`src/rtl/pipe_ctrl_unit.sv`:
```
// Pipelined control for the 5-stage MIPS core: D-stage decode, D/E/M/W control registers and hazard unit.
// Build option: define PIPE_CTRL_FWD_EN for E-stage forwarding; otherwise dependent instructions stall in D.
module pipe_ctrl_unit #(
    parameter int ALUCTRL_W  = 4,
    parameter int REG_ADDR_W = 5
) (
    input  logic                  clk,
    input  logic                  rst,
    input  logic [31:0]           instrF,
    input  logic                  zeroM,
    input  logic                  ext_stall,
    input  logic [REG_ADDR_W-1:0] rsE,
    input  logic [REG_ADDR_W-1:0] rtE,
    input  logic [REG_ADDR_W-1:0] writeregE,
    input  logic [REG_ADDR_W-1:0] writeregM,
    input  logic [REG_ADDR_W-1:0] writeregW,
    output logic [31:0]           instrD,
    output logic                  branchD,
    output logic                  jumpD,
    output logic                  alusrcE,
    output logic                  regdstE,
    output logic [ALUCTRL_W-1:0]  alucontrolE,
    output logic                  memwriteM,
    output logic                  regwriteM,
    output logic                  pcsrcM,
    output logic                  memtoregW,
    output logic                  regwriteW,
    output logic                  stallF,
    output logic                  stallD,
    output logic                  flushE,
    output logic [1:0]            forwardAE,
    output logic [1:0]            forwardBE
);

    localparam logic [2:0] ALU_AND = 3'b000;
    localparam logic [2:0] ALU_OR  = 3'b001;
    localparam logic [2:0] ALU_ADD = 3'b010;
    localparam logic [2:0] ALU_XOR = 3'b011;
    localparam logic [2:0] ALU_NOR = 3'b100;
    localparam logic [2:0] ALU_SUB = 3'b110;
    localparam logic [2:0] ALU_SLT = 3'b111;

    logic [5:0] opD;
    logic [5:0] functD;
    logic       regWriteD, regDstD, aluSrcD, memWriteD, memToRegD;
    logic [2:0] aluCodeD;

    logic       regWriteE, memToRegE, memWriteE, branchE;
    logic [2:0] aluCodeE;
    logic       memToRegM, branchM;

    logic [REG_ADDR_W-1:0] rsD;
    logic [REG_ADDR_W-1:0] rtD;
    logic                  lwStall;

    assign opD    = instrD[31:26];
    assign functD = instrD[5:0];
    assign rsD    = REG_ADDR_W'(instrD[25:21]);
    assign rtD    = REG_ADDR_W'(instrD[20:16]);

    always_comb begin
        regWriteD = 1'b0;
        regDstD   = 1'b0;
        aluSrcD   = 1'b0;
        branchD   = 1'b0;
        memWriteD = 1'b0;
        memToRegD = 1'b0;
        jumpD     = 1'b0;
        aluCodeD  = ALU_AND;
        case (opD)
            6'b000000: begin
                regWriteD = 1'b1;
                regDstD   = 1'b1;
                case (functD)
                    6'b100000: aluCodeD = ALU_ADD;
                    6'b100010: aluCodeD = ALU_SUB;
                    6'b100100: aluCodeD = ALU_AND;
                    6'b100101: aluCodeD = ALU_OR;
                    6'b100110: aluCodeD = ALU_XOR;
                    6'b100111: aluCodeD = ALU_NOR;
                    6'b101010: aluCodeD = ALU_SLT;
                    default: begin
                        // unknown funct becomes a harmless NOP
                        regWriteD = 1'b0;
                        regDstD   = 1'b0;
                        aluCodeD  = ALU_ADD;
                    end
                endcase
            end
            6'b100011: begin
                regWriteD = 1'b1;
                aluSrcD   = 1'b1;
                memToRegD = 1'b1;
                aluCodeD  = ALU_ADD;
            end
            6'b101011: begin
                aluSrcD   = 1'b1;
                memWriteD = 1'b1;
                aluCodeD  = ALU_ADD;
            end
            6'b000100: begin
                branchD  = 1'b1;
                aluCodeD = ALU_SUB;
            end
            6'b001000: begin
                regWriteD = 1'b1;
                aluSrcD   = 1'b1;
                aluCodeD  = ALU_ADD;
            end
            6'b001100: begin
                regWriteD = 1'b1;
                aluSrcD   = 1'b1;
                aluCodeD  = ALU_AND;
            end
            6'b001101: begin
                regWriteD = 1'b1;
                aluSrcD   = 1'b1;
                aluCodeD  = ALU_OR;
            end
            6'b001010: begin
                regWriteD = 1'b1;
                aluSrcD   = 1'b1;
                aluCodeD  = ALU_SLT;
            end
            6'b000010: jumpD = 1'b1;
            default: ;
        endcase
    end

    assign pcsrcM      = branchM & zeroM;
    assign alucontrolE = ALUCTRL_W'(aluCodeE);

    assign lwStall = memToRegE & regWriteE & (writeregE != '0) &
                     ((writeregE == rsD) | (writeregE == rtD));

`ifdef PIPE_CTRL_FWD_EN
    function automatic logic [1:0] fwdSel(input logic [REG_ADDR_W-1:0] src,
                                          input logic rwM, input logic [REG_ADDR_W-1:0] dstM,
                                          input logic rwW, input logic [REG_ADDR_W-1:0] dstW);
        if (rwM && (dstM != '0) && (dstM == src))
            return 2'b10;
        else if (rwW && (dstW != '0) && (dstW == src))
            return 2'b01;
        else
            return 2'b00;
    endfunction

    assign forwardAE = fwdSel(rsE, regwriteM, writeregM, regwriteW, writeregW);
    assign forwardBE = fwdSel(rtE, regwriteM, writeregM, regwriteW, writeregW);
    assign stallD    = lwStall;
`else
    logic hitE, hitM, unusedFwdIn;

    // without bypass paths, any in-flight E/M producer blocks D; W relies on write-first regfile
    assign hitE = regWriteE & (writeregE != '0) & ((writeregE == rsD) | (writeregE == rtD));
    assign hitM = regwriteM & (writeregM != '0) & ((writeregM == rsD) | (writeregM == rtD));
    assign stallD      = lwStall | hitE | hitM;
    assign forwardAE   = 2'b00;
    assign forwardBE   = 2'b00;
    assign unusedFwdIn = ^{rsE, rtE, writeregW};
`endif

    assign stallF = stallD;
    assign flushE = stallD | pcsrcM;

    always_ff @(posedge clk or negedge rst) begin
        if (!rst) begin
            instrD <= '0;
        end else if (!ext_stall) begin
            if (pcsrcM || jumpD)
                instrD <= '0;
            else if (!stallD)
                instrD <= instrF;
        end
    end

    always_ff @(posedge clk or negedge rst) begin
        if (!rst) begin
            regWriteE <= 1'b0;
            memToRegE <= 1'b0;
            memWriteE <= 1'b0;
            branchE   <= 1'b0;
            alusrcE   <= 1'b0;
            regdstE   <= 1'b0;
            aluCodeE  <= '0;
        end else if (!ext_stall) begin
            if (flushE) begin
                regWriteE <= 1'b0;
                memToRegE <= 1'b0;
                memWriteE <= 1'b0;
                branchE   <= 1'b0;
                alusrcE   <= 1'b0;
                regdstE   <= 1'b0;
                aluCodeE  <= '0;
            end else begin
                regWriteE <= regWriteD;
                memToRegE <= memToRegD;
                memWriteE <= memWriteD;
                branchE   <= branchD;
                alusrcE   <= aluSrcD;
                regdstE   <= regDstD;
                aluCodeE  <= aluCodeD;
            end
        end
    end

    always_ff @(posedge clk or negedge rst) begin
        if (!rst) begin
            regwriteM <= 1'b0;
            memToRegM <= 1'b0;
            memwriteM <= 1'b0;
            branchM   <= 1'b0;
        end else if (!ext_stall) begin
            if (pcsrcM) begin
                regwriteM <= 1'b0;
                memToRegM <= 1'b0;
                memwriteM <= 1'b0;
                branchM   <= 1'b0;
            end else begin
                regwriteM <= regWriteE;
                memToRegM <= memToRegE;
                memwriteM <= memWriteE;
                branchM   <= branchE;
            end
        end
    end

    always_ff @(posedge clk or negedge rst) begin
        if (!rst) begin
            regwriteW <= 1'b0;
            memtoregW <= 1'b0;
        end else if (!ext_stall) begin
            regwriteW <= regwriteM;
            memtoregW <= memToRegM;
        end
    end

endmodule

```
`config.mk`:
```
export PLATFORM = sky130hd
export DESIGN_NAME = pipe_ctrl_unit
export DESIGN_NICKNAME = d
export VERILOG_FILES = /design/src/rtl/pipe_ctrl_unit.sv
export SDC_FILE = /design/constraint.sdc
export NUM_CORES = 1
export LEC_CHECK = 0
export CELL_PAD_IN_SITES_DETAIL_PLACEMENT = 0
export CELL_PAD_IN_SITES_GLOBAL_PLACEMENT = 2
export CORE_MARGIN = 2
export CORE_UTILIZATION = 25
export DETAILED_ROUTE_END_ITERATION = 16
export HOLD_SLACK_MARGIN = 0.06
export MAX_ROUTING_LAYER = met4
export PLACE_DENSITY_LB_ADDON = 0.12
export SYNTH_ARGS = -nofsm -noshare
export SYNTH_HDL_FRONTEND = slang
export SYNTH_SLANG_ARGS = --single-unit
```
`constraint.sdc`:
```
create_clock -name clk -period 2.8 [get_ports clk]
set_clock_uncertainty 0.15 [all_clocks]
set_input_delay 0.28 -clock clk [delete_from_list [all_inputs] [get_ports clk]]
set_output_delay 0.28 -clock clk [all_outputs]
set_load 0.005 [all_outputs]
```
==> metrics.md <==
| Metric | Value |
|---|---|
| Critical path buffers and inverters | `4` |
| Distinct cells, synth | `36` |
| # Max-Cap Violations | `0` |
| Clk pin slew, worst setup/hold paths | `0.10 ns` |
| Synth Register Bits | `between 40 and 50` |
| CP cell instances | `clkdlybuf4s50_1 > or4_1 > o21ai_2 > inv_1 > a22oi_2 > inv_1 > clkdlybuf4s50_1` |
| F_max | `0.374 GHz` |
| CP arrival | `2.25 ns` |
| Largest net degree at the start of global routing | `42` |
| CP max stage cell | `or4_1` |
| Clk_lat worst skew | `about 0.30 ns` |
| Internal Power | `0.00129 W` |
| Combinational Power Share | `between 20 and 30%` |
| Crit-path leading delay family | `buffers and inverters` |
| Detailed Route Iter0 Violations | `84` |
| Power share of the clock group | `between 20% and 30%` |
| First-pass GRT wire length | `between 10000 and 15000 µm` |
| Register area share after synthesis | `a little under half` |
| Nets | `roughly 380` |
| Via/cell ratio | `approximately 4.6` |
| Tightest Pin Transition | `roughly 0.51 ns` |
| ANT cells | `0` |
| Total Negative Setup Slacks | `0 ns` |
| Biggest regs | `instrD: 32 flops, aluCodeE: 3 flops` |
| Hpwl dp | `5160 µm` |
| RePlAce Congestion | `between 0.7 and 0.8` |
| CTS root buf | `clkbuf_8` |
| P_sw | `roughly 0.00054 W` |
| Row count | `36` |
| Layout cells sized above 1 | `approximately 13%` |
| Router iterations before antenna repair | `4` |
| Largest register by flop count | `instrD` |
| Worst-path fanout max | `3` |
| WP data required | `2.37 ns` |
| Final period utilization | `95.5%` |
| GRT Overall Usage | `14.1%` |
| Slowest stage delay, CP | `roughly 0.56 ns` |
| Primary FF master, synth | `dfrtp_1` |
| Setup bufs post-CTS | `0` |
| Die width | `roughly 100 µm` |
| Most frequent cells in the layout | `clkdlybuf4s50_1 (91), dfrtp_1 (47), a32o_1 (40), nand2_1 (20), xnor2_1 (20)` |
| Initial antenna violation count | `0` |
| Commonest non-fill, non-tap cell in the layout | `clkdlybuf4s50_1` |
| Placeable Area | `a little under 0.01 mm²` |
| Worst hold slack | `0.325 ns` |
| # setup viols final | `0` |
| Slew HR | `roughly two thirds` |
| Yosys Warn Count | `0` |
| Sequential cell area | `0.00118 mm²` |
| Initial Utilization | `between 20% and 30%` |
| Routed len/inst | `roughly 16 µm` |
| Worst setup SP type | `input port` |
| Multi-input gate area | `~0.0011 mm²` |
| Kind of critical path | `input port to primary output` |
| Htree depth | `2` |
| VDD IR-drop max | `about 220 µV` |
| DR vias | `approximately 2.1k` |
| Antenna Nets Post-Route | `0` |
| Count of pins over their slew limit | `0` |
| Buffer depth of the longest clock path | `2` |
| Switching share of power | `29.5%` |
| Period minus WS final | `2.68 ns` |
| Pwr/cell area | `506 mW/mm²` |
| Syn Std Cell Area | `0.00247 mm²` |
| Syn Inst Count | `between 200 and 250` |
| CP Capture Type | `primary output` |
| Cts bufs inserted | `5` |
| Die area | `approximately 0.011 mm²` |
| Overall routed net length | `a little over 7000 µm` |
| DRC | `0` |
| EDFF count, synth | `0` |
| CTS tree | `built` |
| Clk sinks | `47` |
| Sequential power share | `46.3%` |
| Vias in the first global route | `2155` |
| Fill cell count | `between 900 and 1k` |
| Die height | `between 100 and 150 µm` |
| IO Count | `113` |
| Synthesized area per cell | `between 10 and 15 µm²` |
| Worst R2R Setup Slack | `0.34 ns` |
| Class of the worst hold path | `input port to async pin` |
| Area growth syn-to-layout | `46.1%` |
| Congestion Overflow GR | `0` |
| Leakage | `between 1 and 1.5 nW` |
| Flip-flop count of the largest register after layout | `32` |
| FFs w/ async S/R, synth | `100%` |
| Hold Fails Final Rpt | `0` |
| Port buffer count | `between 90 and 100` |
| Dpl cells | `around 440` |
| Layout Cells excl Fill | `roughly 450` |
| Status | `finished clean` |
| RSZ-0062 raised after global routing | `false` |
final timing paths:
check | startpoint | to | cells past startpoint
max | writeregE[0] | stallD | 7
min | rst | memtoregW | 2
max reg2reg | instrD[31] | instrD[6] | 6
min reg2reg | branchM | branchM | 2
max in group asynchronous | rst | instrD[25] | 3
min in group clk | branchM | branchM | 2
worst reg2reg max path: stages (launching register included):
cell     delay, ns
dfrtp_1       0.47
or4_4         0.57
o31ai_4       0.29
nor2_2        0.05
a221o_2       0.42
buf_12        0.18
a32o_1        0.23
layout make-up:
| class | count | share of cell area (%) |
|---|---|---|
| inverters | 7 | 0.728 |
| flip-flops and latches | 47 | 32.6 |
| well taps | 133 | 4.61 |
| clock buffers | 6 | 2.29 |
| clock inverters | 2 | 0.450 |
| repair buffers | 110 | 29.5 |
| multi-input cells | 143 | 29.8 |
power groups by stage:
stage / clock network [W] / registers, W / logic (W)
6_report: 0.000451 / 0.000845 / 0.000529
3_5_place_dp: 0 / 0.000861 / 0.000534
3_3_place_gp: 0 / 0.000858 / 0.000535
5_1_grt: 0.000508 / 0.000862 / 0.000582
4_1_cts: 0.000470 / 0.000847 / 0.000538
2_1_floorplan: 0 / 0.000841 / 0.000256
per-layer routing:
| metal | vias to the layer above | track usage (%) | part of all wire, % |
|---|---|---|---|
| met5 | - | - | 0 |
| met4 | 0 | 3.34 | 1.1 |
| met3 | 6 | 2.55 | 4.7 |
| met2 | 59 | 21.4 | 47 |
| met1 | 1007 | 19.6 | 47 |
| li1 | 1006 | - | - |
synthesized netlist by cell type (2+ instances only):
cell type	n	share of area, %
nand3_1	6	1.2
nor2_1	5	0.76
or4_1	2	0.61
mux2_2	2	0.91
buf_4	7	2.1
clkbuf_8	9	5.0
clkbuf_1	2	0.30
a22o_1	2	0.71
a32o_1	40	16
o21ai_0	10	2.0
or3b_2	2	0.71
o22ai_1	2	0.51
nor3_1	8	1.6
nor4b_1	3	1.1
buf_6	3	1.4
inv_1	7	1.1
xnor2_1	20	7.1
o31ai_1	2	0.61
nand2_1	20	3.0
dfrtp_1	47	48
kinds of logic after synthesis:
kind of cell / Yosys count / share of synthesized area, %
flops: 47 / 47.6
other cells: 1 / 0.152
buf+inv: 29 / 10.1
xor+xnor: 21 / 7.44
compound gates: 62 / 22.7
simple gates: 53 / 11.1
mux: 2 / 0.911
metrics by stage:
stage / utilization (%) / cell area (µm²) / worst slack, ns / power [W]
global route: 37.3 / 3610 / 0.0176 / 0.00195
floorplan: - / 2490 / 0.486 / 0.00110
detailed placement: 36.0 / 3490 / 0.00401 / 0.00139
CTS: 37.2 / 3600 / 0.0599 / 0.00185
finish: 37.3 / 3610 / 0.125 / 0.00183
global placement: 36.0 / 3490 / 0.0281 / 0.00139
what timing repair did:
item / in CTS / in global routing
gates resized for setup: 1 / 3
endpoints found under the setup margin: 2 / 3
hold endpoints to repair: 20 / 0
hold buffers: 1 / 0
Note: power is estimated with default switching activity, not from simulation.
